**src/rtl/button_conditioner.sv**
```systemverilog
// button_conditioner: input stage for the door-lock FSM.
// Synchronises ten digit buttons plus start/done, debounces them as one 12-bit
// vector and emits exactly one single-cycle pulse per qualified press.
//
// Ports:
//   clk          system clock, all logic on posedge
//   rst          asynchronous active-low reset
//   button       raw digit buttons, bit i = digit i
//   start_btn    raw start button
//   done_btn     raw done button
//   key_valid    one-cycle pulse, single digit press accepted
//   key_code     last accepted digit, holds between pulses
//   start_pulse  one-cycle pulse, start press accepted
//   done_pulse   one-cycle pulse, done press accepted
//   key_err      one-cycle pulse, accepted vector had more than one bit set
module button_conditioner #(
  parameter int unsigned DEBOUNCE_CYCLES = 4
) (
  input  logic       clk,
  input  logic       rst,
  input  logic [9:0] button,
  input  logic       start_btn,
  input  logic       done_btn,
  output logic       key_valid,
  output logic [3:0] key_code,
  output logic       start_pulse,
  output logic       done_pulse,
  output logic       key_err
);

  localparam int unsigned CntW = $clog2(DEBOUNCE_CYCLES + 1);
  localparam logic [CntW:0] CntMax = (CntW + 1)'(DEBOUNCE_CYCLES);
  localparam logic [CntW-1:0] CntOne = CntW'(1);

  typedef enum logic [1:0] {StIdle, StPressWait, StHeld, StRelWait} state_e;

  state_e          state_q, state_d;
  logic [11:0]     sync1_q, sync2_q;
  logic [11:0]     snap_q, snap_d;
  logic [CntW-1:0] cnt_q, cnt_d;
  logic            key_valid_q, key_valid_d;
  logic [3:0]      key_code_q, key_code_d;
  logic            start_q, start_d;
  logic            done_q, done_d;
  logic            err_q, err_d;

  logic [11:0]     s;
  logic [CntW:0]   cnt_inc;
  logic            cnt_reach;
  logic [CntW-1:0] cnt_sat;
  logic            accept;
  logic            one_hot;
  logic [3:0]      digit_idx;

  assign s = sync2_q;

  // One extra bit so the increment never overflows before the compare.
  assign cnt_inc   = {1'b0, cnt_q} + (CntW + 1)'(1);
  assign cnt_reach = (cnt_inc >= CntMax);
  assign cnt_sat   = cnt_reach ? CntMax[CntW-1:0] : cnt_inc[CntW-1:0];

  always_comb begin
    state_d = state_q;
    snap_d  = snap_q;
    cnt_d   = cnt_q;
    accept  = 1'b0;
    unique case (state_q)
      StIdle: begin
        if (s != '0) begin
          snap_d  = s;
          cnt_d   = CntOne;
          state_d = StPressWait;
        end
      end
      StPressWait: begin
        if (s == '0) begin
          state_d = StIdle;
        end else if (s != snap_q) begin
          // Pattern changed (bounce or extra button): restart qualification.
          snap_d = s;
          cnt_d  = CntOne;
        end else begin
          cnt_d = cnt_sat;
          if (cnt_reach) begin
            accept  = 1'b1;
            state_d = StHeld;
          end
        end
      end
      StHeld: begin
        if (s == '0) begin
          cnt_d   = CntOne;
          state_d = StRelWait;
        end
      end
      StRelWait: begin
        if (s != '0) begin
          state_d = StHeld;
        end else begin
          cnt_d = cnt_sat;
          if (cnt_reach) state_d = StIdle;
        end
      end
      default: state_d = StIdle;
    endcase
  end

  // Clearing the lowest set bit leaves zero only for a single-bit vector.
  assign one_hot = (snap_q != '0) && ((snap_q & (snap_q - 12'd1)) == '0);

  always_comb begin
    digit_idx = 4'd0;
    for (int i = 0; i < 10; i++) begin
      if (snap_q[i]) digit_idx = 4'(i);
    end
  end

  always_comb begin
    key_valid_d = accept && one_hot && (snap_q[9:0] != '0);
    start_d     = accept && one_hot && snap_q[10];
    done_d      = accept && one_hot && snap_q[11];
    err_d       = accept && !one_hot;
    key_code_d  = key_valid_d ? digit_idx : key_code_q;
  end

  always_ff @(posedge clk or negedge rst) begin
    if (!rst) begin
      state_q     <= StIdle;
      sync1_q     <= '0;
      sync2_q     <= '0;
      snap_q      <= '0;
      cnt_q       <= '0;
      key_valid_q <= 1'b0;
      key_code_q  <= 4'd0;
      start_q     <= 1'b0;
      done_q      <= 1'b0;
      err_q       <= 1'b0;
    end else begin
      state_q     <= state_d;
      sync1_q     <= {done_btn, start_btn, button};
      sync2_q     <= sync1_q;
      snap_q      <= snap_d;
      cnt_q       <= cnt_d;
      key_valid_q <= key_valid_d;
      key_code_q  <= key_code_d;
      start_q     <= start_d;
      done_q      <= done_d;
      err_q       <= err_d;
    end
  end

  assign key_valid   = key_valid_q;
  assign key_code    = key_code_q;
  assign start_pulse = start_q;
  assign done_pulse  = done_q;
  assign key_err     = err_q;

endmodule

```
**config.mk**
```make
export PLATFORM = sky130hd
export DESIGN_NAME = button_conditioner
export DESIGN_NICKNAME = d
export VERILOG_FILES = /design/src/rtl/button_conditioner.sv
export SDC_FILE = /design/constraint.sdc
export NUM_CORES = 1
export LEC_CHECK = 0
export CORE_MARGIN = 2
export CORE_UTILIZATION = 30
export CTS_BUF_LIST = sky130_fd_sc_hd__clkbuf_16
export CTS_CLUSTER_DIAMETER = 60
export DETAILED_ROUTE_END_ITERATION = 12
export HOLD_SLACK_MARGIN = 0.03
export SLEW_MARGIN = 40
export SYNTH_ARGS = -nofsm -noshare
export SYNTH_HDL_FRONTEND = slang
export SYNTH_SLANG_ARGS = --single-unit
```
**constraint.sdc**
```tcl
create_clock -name clk -period 2.38 [get_ports clk]
set_input_delay 0.476 -clock clk [delete_from_list [all_inputs] [get_ports clk]]
set_output_delay 0.476 -clock clk [all_outputs]
set_load 0.005 [all_outputs]
```
==> summary.md, run 1 <==
| Metric | Value |
|---|---|
| Run status | finished with violations |
| Failing checks | negative setup slack |
| Average wire length per cell after detail routing | 13.8 um |
| Number of flip-flops and latches in the synthesized netlist | 49 |
| Worst Setup Slack post-DPL | -27.7 ps |
| Post-DP HPWL | 2730 um |
| Pin slew with the least headroom to its limit | 594 ps |
| Final Worst Setup Slack | -9.75 ps |
| Chip height | 87.3 um |
| Worst-path maximum fanout | 5 |
| Overall power | 1830 uW |
| DRC Markers | 0 |
| Number of hold violations in the final report | 0 |
| Number of distinct library cells after synthesis | 47 |
| Final antenna-violating net count | 0 |
| Number of enable flip-flop cells after synthesis | 0 |
| Routed WL | 3970 um |
| Antenna violations before repair | 0 |
| Power dissipated by switching net loads | 400 uW |
| GRT Residual Overflow | 0 |
| Drt initial violations | 55 |
| Biggest area contributors in the synthesized netlist | sky130_fd_sc_hd__dfrtp_1, sky130_fd_sc_hd__xnor2_1, sky130_fd_sc_hd__mux2_2 |
| Pins Over Slew Limit | 0 |
| Clock Latency Late Sink | 290 ps |
| Class of the most critical setup path | register to register |
| Critical Path Slowest Stage Cell | sky130_fd_sc_hd__or4_4 |
| Clock tree root buffer cell | sky130_fd_sc_hd__clkbuf_16 |
| Clock group share of total power | 44.8% |
| Maximum level of the CTS H-tree | 2 |
| Xor/xnor cell area share of the yosys netlist | 5.89% |
| Maximum resistive drop on vdd | 0.307 mV |
| Setup TNS after final layout | -9.75 ps |
| Sequential fraction of the synthesis area | 58.9% |
| Cell family contributing the most delay on the critical path | simple AND/OR/NAND/NOR gates |
| Power density normalized to cell area | 690 nW/um^2 |
| Number of buffers created by CTS | 5 |
| Share of synthesized flip-flops with an asynchronous set or reset | 100% |
| Post-Place Cells | 280 |
| Clock skew | 3.09 ps |
| Synthesized-area fraction occupied by and/or/nand/nor cells | 13.6% |
| Via/cell ratio | 4.77 |
| Combinational family with the most area after synthesis | simple AND/OR/NAND/NOR gates |
| Synthesized netlist cell count | 167 |
| Number of detailed-routing iterations run before antenna repair | 4 |
| Switching fraction of total power | 21.8% |
| Antenna diode count | 0 |
| Number of vias in the routed layout | 1375 |
| CTS tree | built |
| Part of the cycle the worst path needs | 100% |
| Sequential Power Share | 48.7% |
| Maximum clock path buffer count | 2 |
| Critical path, cell by cell | or4_4 > nor4_4 > o2111ai_2 > nor4b_4 > buf_4 > mux2i_1 > o22ai_1 |
| Synthesized area | 2080 sq um |
| Synthesized-area fraction occupied by ao, oa, aoi and oai cells | 11.1% |
| Kind of end point of the critical path | register |
| Share of cells above drive strength 1 | 24.5% |
| Total routing resource utilization after global routing | 11.6% |
| Startpoint types | register |
| Wire length of the first global-routing pass | 6740 um |
| Die span in x | 87.3 um |
| Highest Clock Rate | 418 MHz |
| Maximum number of pins on one net before global-route repair | 50 |
| Share of the synthesized area in the top cell type | 58.9% |
| Initial cell density of the core | 30.8% |
| Path category of the worst min-delay check | input port to asynchronous set/reset pin |
| Placement Rows | 30 |
| Die Footprint | 7630 sq um |
| Fraction of power consumed by combinational cells | 6.5% |
| Most used standard cell by instance count after synthesis | sky130_fd_sc_hd__dfrtp_1 |
| Data arrival, critical path | 2560 ps |
| Post-synth top flop | sky130_fd_sc_hd__dfrtp_1 |
| Syn. warnings | 0 |
| Post-synthesis share of cell area spent on full adders, half adders and majority gates | 1.56% |
| Internal power | 1430 uW |
| Count of clock tree sinks | 49 |
| Required @ worst endpoint | 2550 ps |
| Post-layout net count | 222 |
| Count of input and output buffers | 21 |
| Cell type with the highest aggregate area in the netlist | sky130_fd_sc_hd__dfrtp_1 |
| Pleak | 0.00112 uW |
| Multiplexer share of the synthesized area | 5.35% |
| CP peak stage delay | 550 ps |
| Buf/Inv on CP | 1 |
| Crit. path cell count | 7 |
| Minimum clock period | 2390 ps |
| Top cells by instance count after synthesis | sky130_fd_sc_hd__dfrtp_1, sky130_fd_sc_hd__nand2_1, sky130_fd_sc_hd__xnor2_1 |
| Count of endpoints failing setup in the final report | 1 |
| Total nets after synthesis | 182 |
| Number of maximum-capacitance constraint violations | 0 |
| RSZ-0062 raised after global routing | yes |
| I/O pin cnt | 22 |
| Average footprint of a synthesized cell | 12.5 sq um |
| Number of global-route vias before repair | 1428 |
| Finished Core Util | 39.3% |
| Area delta synth->final | 27.4% |
| Hold buffer count at cts | 0 |
| Worst slew margin relative to its limit | 60.4% |
| Post-route insts no fill | 288 |
| Clock slew seen by the registers of the worst setup and hold paths | 70 ps |
| Placeable core area | 6760 sq um |
| GP Congestion | 0.783 |
| R2R depth | 7 |
-- metal layers --
layer	up-vias	routed length (um)	GRT usage (%)	share of wire, %
met3	7	137	2.84	3.5
li1	673	-	-	-
met5	-	0	0	0
met2	28	1920	18.5	48
met4	0	86	5.87	2.2
met1	667	1820	14.7	46
-- through the flow --
stage / hold slack [ps] / instance area, sq um
after global placement: 332 / 2460
after detailed placement: 335 / 2460
after CTS: 303 / 2650
after global routing: 342 / 2650
final: 282 / 2650
after floorplan: 180 / 2080
-- power groups by stage --
stage                     Sequential, uW  Combinational, uW  Clock (uW)
final                                892                120         820
after global routing                 895                134         886
after CTS                            891                122         842
after detailed placement             907                118           0
after global placement               905                118           0
after floorplan                      901               61.3           0
-- flip-flops by register name, indices dropped and copies added, names as in the netlist, 3 cells and up, named ones only --
register,count
key_code,4
sync1_q,12
s,12
snap_q,12
cnt_q,3
-- cell families (layout without fill, tap and decap cells) --
kind of cell	after synthesis	after routing
adders and majority gates	3	3
muxes	10	10
AOI/OAI and AO/OA	32	32
and+or+nand+nor	49	49
xor gates and xnor gates	14	14
buffers and inverters	10	51
DFF	49	49
-- path summary, 6_finish.rpt --
check                           start           to  slack (ps)
max                         snap_q[5]  key_code[0]         -10
max in group asynchronous         rst   sync1_q[5]        1700
min reg2reg                sync1_q[2]         s[2]         350
max reg2reg                 snap_q[5]  key_code[0]         -10
min in group clk           sync1_q[2]         s[2]         350
min                               rst   done_pulse         280
-- timing repair --
item | 4_1_cts | 5_1_grt
endpoints found under the setup margin | 3 | 7
resized for setup | 2 | 2
pin swaps | 2 | 2
setup buffers | 0 | 0
-- area by class of cell --
type,count,area [sq um]
inverters,4,15.0
well taps,80,100
clock buffers,5,125
clock inverters,3,47.5
multi-input cells,108,800
flip-flops and latches,49,1230
repair buffers,39,340
fillers,654,4100
-- layout by cell type, fill, tap and decap left out, types with 2 or more instances in the layout --
cell type	instances
sky130_fd_sc_hd__o22ai_1	2
sky130_fd_sc_hd__xnor2_1	14
sky130_fd_sc_hd__inv_1	4
sky130_fd_sc_hd__a21oi_1	3
sky130_fd_sc_hd__nand2_1	15
sky130_fd_sc_hd__maj3_1	2
sky130_fd_sc_hd__and3_2	3
sky130_fd_sc_hd__nor4_1	5
sky130_fd_sc_hd__dfrtp_1	49
sky130_fd_sc_hd__clkdlybuf4s50_1	20
sky130_fd_sc_hd__o21ai_0	8
sky130_fd_sc_hd__nand4_1	3
sky130_fd_sc_hd__buf_4	18
sky130_fd_sc_hd__a21boi_0	2
sky130_fd_sc_hd__nand3_1	3
sky130_fd_sc_hd__clkbuf_16	5
sky130_fd_sc_hd__nor2_1	8
sky130_fd_sc_hd__mux2_2	9
sky130_fd_sc_hd__or4_4	2
sky130_fd_sc_hd__o31ai_1	3
sky130_fd_sc_hd__a21o_2	2
sky130_fd_sc_hd__inv_6	2
Note: power is estimated with default switching activity, not from simulation.
==> inputs of run 2 (changes only) <==
CORE_UTILIZATION = 40   (was 30)
==> run 2 against run 1 <==
Net effect: the run still ends with negative setup slack left; sequential power is essentially flat; sequential share of layout area down 0.50 points; cell area up 1.1%; total power decreased by 7.9%.
==> summary.md, run 2 (synthesis gave the netlist of run 1 again) <==
| Metric | Value |
|---|---|
| Number of hold violations in the final report | 0 |
| Die span in x | 76.2 um |
| Chip height | 76.2 um |
| Antenna violations before repair | 0 |
| Tightest hold margin | 203 ps |
| Count of clock tree sinks | 49 |
| Kind of end point of the critical path | register |
| Share of cells above drive strength 1 | 28.2% |
| Die Footprint | 5800 sq um |
| Maximum clock path buffer count | 2 |
| Pin slew with the least headroom to its limit | 629 ps |
| Pleak | 0.00113 uW |
| Required @ worst endpoint | 2540 ps |
| Final Worst Setup Slack | -40.1 ps |
| Worst slew margin relative to its limit | 58.1% |
| DRC Markers | 0 |
| R2R depth | 7 |
| Maximum number of pins on one net before global-route repair | 30 |
| Leading cell type in the layout, fill and taps excluded | sky130_fd_sc_hd__dfrtp_1 |
| Number of detailed-routing iterations run before antenna repair | 4 |
| Minimum clock period | 2420 ps |
| Number of buffers created by CTS | 5 |
| Worst-path maximum fanout | 6 |
| Via/cell ratio | 5.14 |
| Highest Clock Rate | 413 MHz |
| RSZ-0062 raised after global routing | yes |
| Maximum level of the CTS H-tree | 2 |
| GRT Residual Overflow | 0 |
| Drt initial violations | 89 |
| Post-DP HPWL | 2940 um |
| Run status | finished with violations |
| Switching fraction of total power | 22.2% |
| Failing checks | negative setup slack |
| Class of the most critical setup path | register to register |
| Data arrival, critical path | 2580 ps |
| Power dissipated by switching net loads | 374 uW |
| Post-layout net count | 228 |
| Internal power | 1310 uW |
| Power density normalized to cell area | 629 nW/um^2 |
| Clock group share of total power | 39.6% |
| Clock tree root buffer cell | sky130_fd_sc_hd__clkbuf_16 |
| Path category of the worst min-delay check | input port to asynchronous set/reset pin |
| Initial cell density of the core | 41.1% |
| Fraction of power consumed by combinational cells | 7.6% |
| Antenna diode count | 0 |
| I/O pin cnt | 22 |
| Count of endpoints failing setup in the final report | 4 |
| Number of maximum-capacitance constraint violations | 0 |
| Part of the cycle the worst path needs | 102% |
| Placeable core area | 5070 sq um |
| Placement Rows | 26 |
| Average wire length per cell after detail routing | 14.3 um |
| CTS tree | built |
| GP Congestion | 0.858 |
| Maximum resistive drop on vdd | 0.473 mV |
| Clock slew seen by the registers of the worst setup and hold paths | 70 ps |
| Clock skew | 6.63 ps |
| Number of vias in the routed layout | 1454 |
| Setup TNS after final layout | -81.3 ps |
| Routed WL | 4050 um |
| Number of global-route vias before repair | 1510 |
| Final antenna-violating net count | 0 |
| Commonest cells after routing, fill and taps aside | sky130_fd_sc_hd__dfrtp_1, sky130_fd_sc_hd__buf_4, sky130_fd_sc_hd__clkdlybuf4s50_1 |
| Total routing resource utilization after global routing | 15.2% |
| Area delta synth->final | 28.8% |
| Startpoint types | register |
| Pins Over Slew Limit | 0 |
| Wire length of the first global-routing pass | 6970 um |
| Sequential Power Share | 52.8% |
| Count of input and output buffers | 21 |
| Clock Latency Late Sink | 290 ps |
-- run 2: worst max-delay path, stage by stage (launching register included) --
cell,delay (ps)
sky130_fd_sc_hd__dfrtp_1,460
sky130_fd_sc_hd__or4_4,470
sky130_fd_sc_hd__nor4_4,290
sky130_fd_sc_hd__o2111ai_2,170
sky130_fd_sc_hd__nor4b_4,440
sky130_fd_sc_hd__buf_4,190
sky130_fd_sc_hd__mux2i_1,180
sky130_fd_sc_hd__o22ai_1,90
-- run 2: final timing paths --
path	startpoint	slack, ps	endpoint
max	snap_q[7]	-40	key_code[0]
min	rst	200	snap_q[8]
max reg2reg	snap_q[7]	-40	key_code[0]
min reg2reg	sync1_q[7]	340	s[7]
max in group asynchronous	rst	1580	snap_q[6]
min in group clk	sync1_q[7]	340	s[7]
-- run 2: metrics by stage --
step                      instance area, sq um  power [uW]  std cells  setup slack, ps  utilization (%)
after global placement                    2460        1020        271             8.73             48.4
after CTS                                 2620        1690        280            -24.6             51.7
after global routing                      2680        1760        283             -163             52.9
after detailed placement                  2460        1030        271            -60.4             48.4
after floorplan                           2080         962        167             31.4                -
final                                     2680        1690        283            -40.1             52.9
-- run 2: power groups by stage --
stage | Sequential (uW) | Combinational [uW] | Clock (uW)
floorplan | 901 | 61.3 | 0
global placement | 903 | 121 | 0
detailed placement | 905 | 124 | 0
CTS | 890 | 126 | 677
global route | 894 | 143 | 726
finish | 891 | 129 | 667
-- run 2: metal layers --
layer / global-route usage (%) / vias to the layer above / wire [um]
met5: 0 / - / 0
met4: 6.18 / 0 / 90
met3: 4.50 / 9 / 163
met2: 25.0 / 33 / 2050
met1: 18.8 / 725 / 1740
li1: - / 687 / -
-- run 2: final cells by class --
| cell class | count | area (sq um) |
|---|---|---|
| clock buffers | 5 | 125 |
| clock inverters | 2 | 11.3 |
| fillers | 465 | 2390 |
| inverters | 4 | 15.0 |
| multi-input cells | 108 | 832 |
| flip-flops and latches | 49 | 1230 |
| well taps | 70 | 87.6 |
| repair buffers | 45 | 385 |
-- run 2: timing repair --
action                     4_1_cts  5_1_grt
setup endpoints to repair        3        7
resized for setup                2        9
hold buffers                     0        0
pin swaps                        4        6
buffers inserted                 2        3
==> inputs of run 3 (changes only) <==
clock period = 2.5 ns   (was 2.38 ns; I/O delays follow)
==> run 3 against run 2 <==
Net effect: the flow now finishes without violations; wire length is 3.9% lower; first-iteration DRC count is 46% lower; sequential share of layout area is 1.7 points higher; via count is 1.2% lower; highest routed layer unchanged.
==> summary.md, run 3 (synthesis gave the netlist of run 1 again) <==
| Metric | Value |
|---|---|
| Average wire length per cell after detail routing | 14.1 um |
| Maximum number of pins on one net before global-route repair | 44 |
| Antenna diode count | 0 |
| Setup TNS after final layout | 0 ps |
| CTS tree | built |
| GRT Residual Overflow | 0 |
| Drt initial violations | 48 |
| Wire length of the first global-routing pass | 6780 um |
| Clock skew | 5.54 ps |
| I/O pin cnt | 22 |
| Initial cell density of the core | 41.1% |
| Metal-1 WL | 1620 um |
| Critical Path Slowest Stage Cell | sky130_fd_sc_hd__or4_1 |
| Number of detailed-routing iterations run before antenna repair | 6 |
| CP peak stage delay | 610 ps |
| Overall power | 1610 uW |
| Kind of end point of the critical path | register |
| Die span in x | 76.2 um |
| Top Metal Used | met4 |
| Reg-to-reg startpoint | snap_q[3] |
| Final-layout fill cell count | 463 |
| Number of hold violations in the final report | 0 |
| Clock Latency Late Sink | 280 ps |
| Routed length on met2 | 2000 um |
| Commonest cells after routing, fill and taps aside | sky130_fd_sc_hd__dfrtp_1, sky130_fd_sc_hd__clkdlybuf4s50_1, sky130_fd_sc_hd__buf_4 |
| Slack of the worst reg-to-reg path | 80 ps |
| Data arrival, critical path | 2580 ps |
| Run status | completed |
| DR WL met3 | 177 um |
| Part of the cycle the worst path needs | 96.8% |
| Pleak | 0.00110 uW |
| Hold buffer count at cts | 0 |
| DRC Markers | 0 |
| RSZ-0062 raised after global routing | yes |
| Critical path, cell by cell | or4_1 > nor4_4 > o2111ai_2 > nor4b_4 > buf_4 > mux2i_1 > o22ai_1 |
| Post-layout net count | 220 |
| Startpoint types | register |
| Maximum resistive drop on vdd | 0.394 mV |
| Post-DP HPWL | 2840 um |
| R2R depth | 7 |
| Final Worst Setup Slack | 79.8 ps |
| Path category of the worst min-delay check | input port to asynchronous set/reset pin |
| Area delta synth->final | 24.3% |
| Post-cts gate resize count | 0 |
| Routed WL | 3890 um |
| Count of clock tree sinks | 49 |
| Highest Clock Rate | 413 MHz |
| Maximum level of the CTS H-tree | 2 |
| Share of cells above drive strength 1 | 22.8% |
| Maximum clock path buffer count | 2 |
| Total routing resource utilization after global routing | 14.6% |
| Placeable core area | 5070 sq um |
| Endpoint of the most critical register-to-register path | key_code[0] |
| Worst Setup Slack post-DPL | 39.5 ps |
| Final antenna-violating net count | 0 |
| Placement Rows | 26 |
| Count of input and output buffers | 21 |
| Chip height | 76.2 um |
| Antenna violations before repair | 0 |
| Leading cell type in the layout, fill and taps excluded | sky130_fd_sc_hd__dfrtp_1 |
| Clock tree root buffer cell | sky130_fd_sc_hd__clkbuf_16 |
| Class of the most critical setup path | register to register |
| Number of maximum-capacitance constraint violations | 0 |
| Required @ worst endpoint | 2660 ps |
| Count of endpoints failing setup in the final report | 0 |
| Post-CTS setup-driven buffer insertion count | 0 |
| Via/cell ratio | 5.20 |
| Worst-path maximum fanout | 6 |
| Power density normalized to cell area | 620 nW/um^2 |
| Worst slew margin relative to its limit | 65.8% |
| Clock slew seen by the registers of the worst setup and hold paths | 60 ps |
| GP Congestion | 0.829 |
| Number of buffers created by CTS | 5 |
| Pins Over Slew Limit | 0 |
| Post-route insts no fill | 276 |
| Die Footprint | 5800 sq um |
| Minimum clock period | 2420 ps |
| Post-Place Cells | 268 |
| Pin slew with the least headroom to its limit | 513 ps |
| Number of global-route vias before repair | 1468 |
| Number of vias in the routed layout | 1436 |
-- run 3: final cells by class --
type | instances | area [sq um] | share of cell area (%)
flip-flops and latches | 49 | 1230 | 47.4
multi-input cells | 108 | 790 | 30.5
repair buffers | 37 | 328 | 12.7
clock buffers | 5 | 125 | 4.83
well taps | 70 | 87.6 | 3.38
clock inverters | 3 | 17.5 | 0.677
inverters | 4 | 15.0 | 0.580
-- run 3: worst max path at each step --
stage | cells after the start | end | start
after floorplan | 8 | key_code[2] | snap_q[5]
final | 7 | key_code[0] | snap_q[3]
after global placement | 7 | key_code[0] | snap_q[3]
after detailed placement | 7 | key_code[0] | snap_q[3]
after CTS | 7 | key_code[0] | snap_q[3]
after global routing | 7 | key_code[0] | snap_q[3]
-- run 3: metrics by stage --
stage | util (%) | hold slack, ps | area (sq um)
2_1_floorplan | - | 204 | 2080
3_3_place_gp | 48.0 | 332 | 2430
3_5_place_dp | 48.0 | 336 | 2440
4_1_cts | 50.8 | 214 | 2580
5_1_grt | 51.0 | 227 | 2590
6_report | 51.0 | 185 | 2590
-- run 3: critical path: cells and delay by family, from the launching register on --
kind	cells	cell delay, ps
buf+inv	1	190
simple gates	3	1280
compound gates	2	260
flops	1	380
mux	1	180
-- run 3: report_power, final --
part	total, uW	switching (uW)	internal, uW
registers	846	23.3	823
clock network	644	277	367
logic	115	54.5	60.8
total	1610	355	1250
-- run 3: layer usage --
metal  vias up  track usage [%]
li1        668                -
met1       712             17.7
met2        44             24.4
met3        12             3.67
met4         0             7.09
met5         -                0
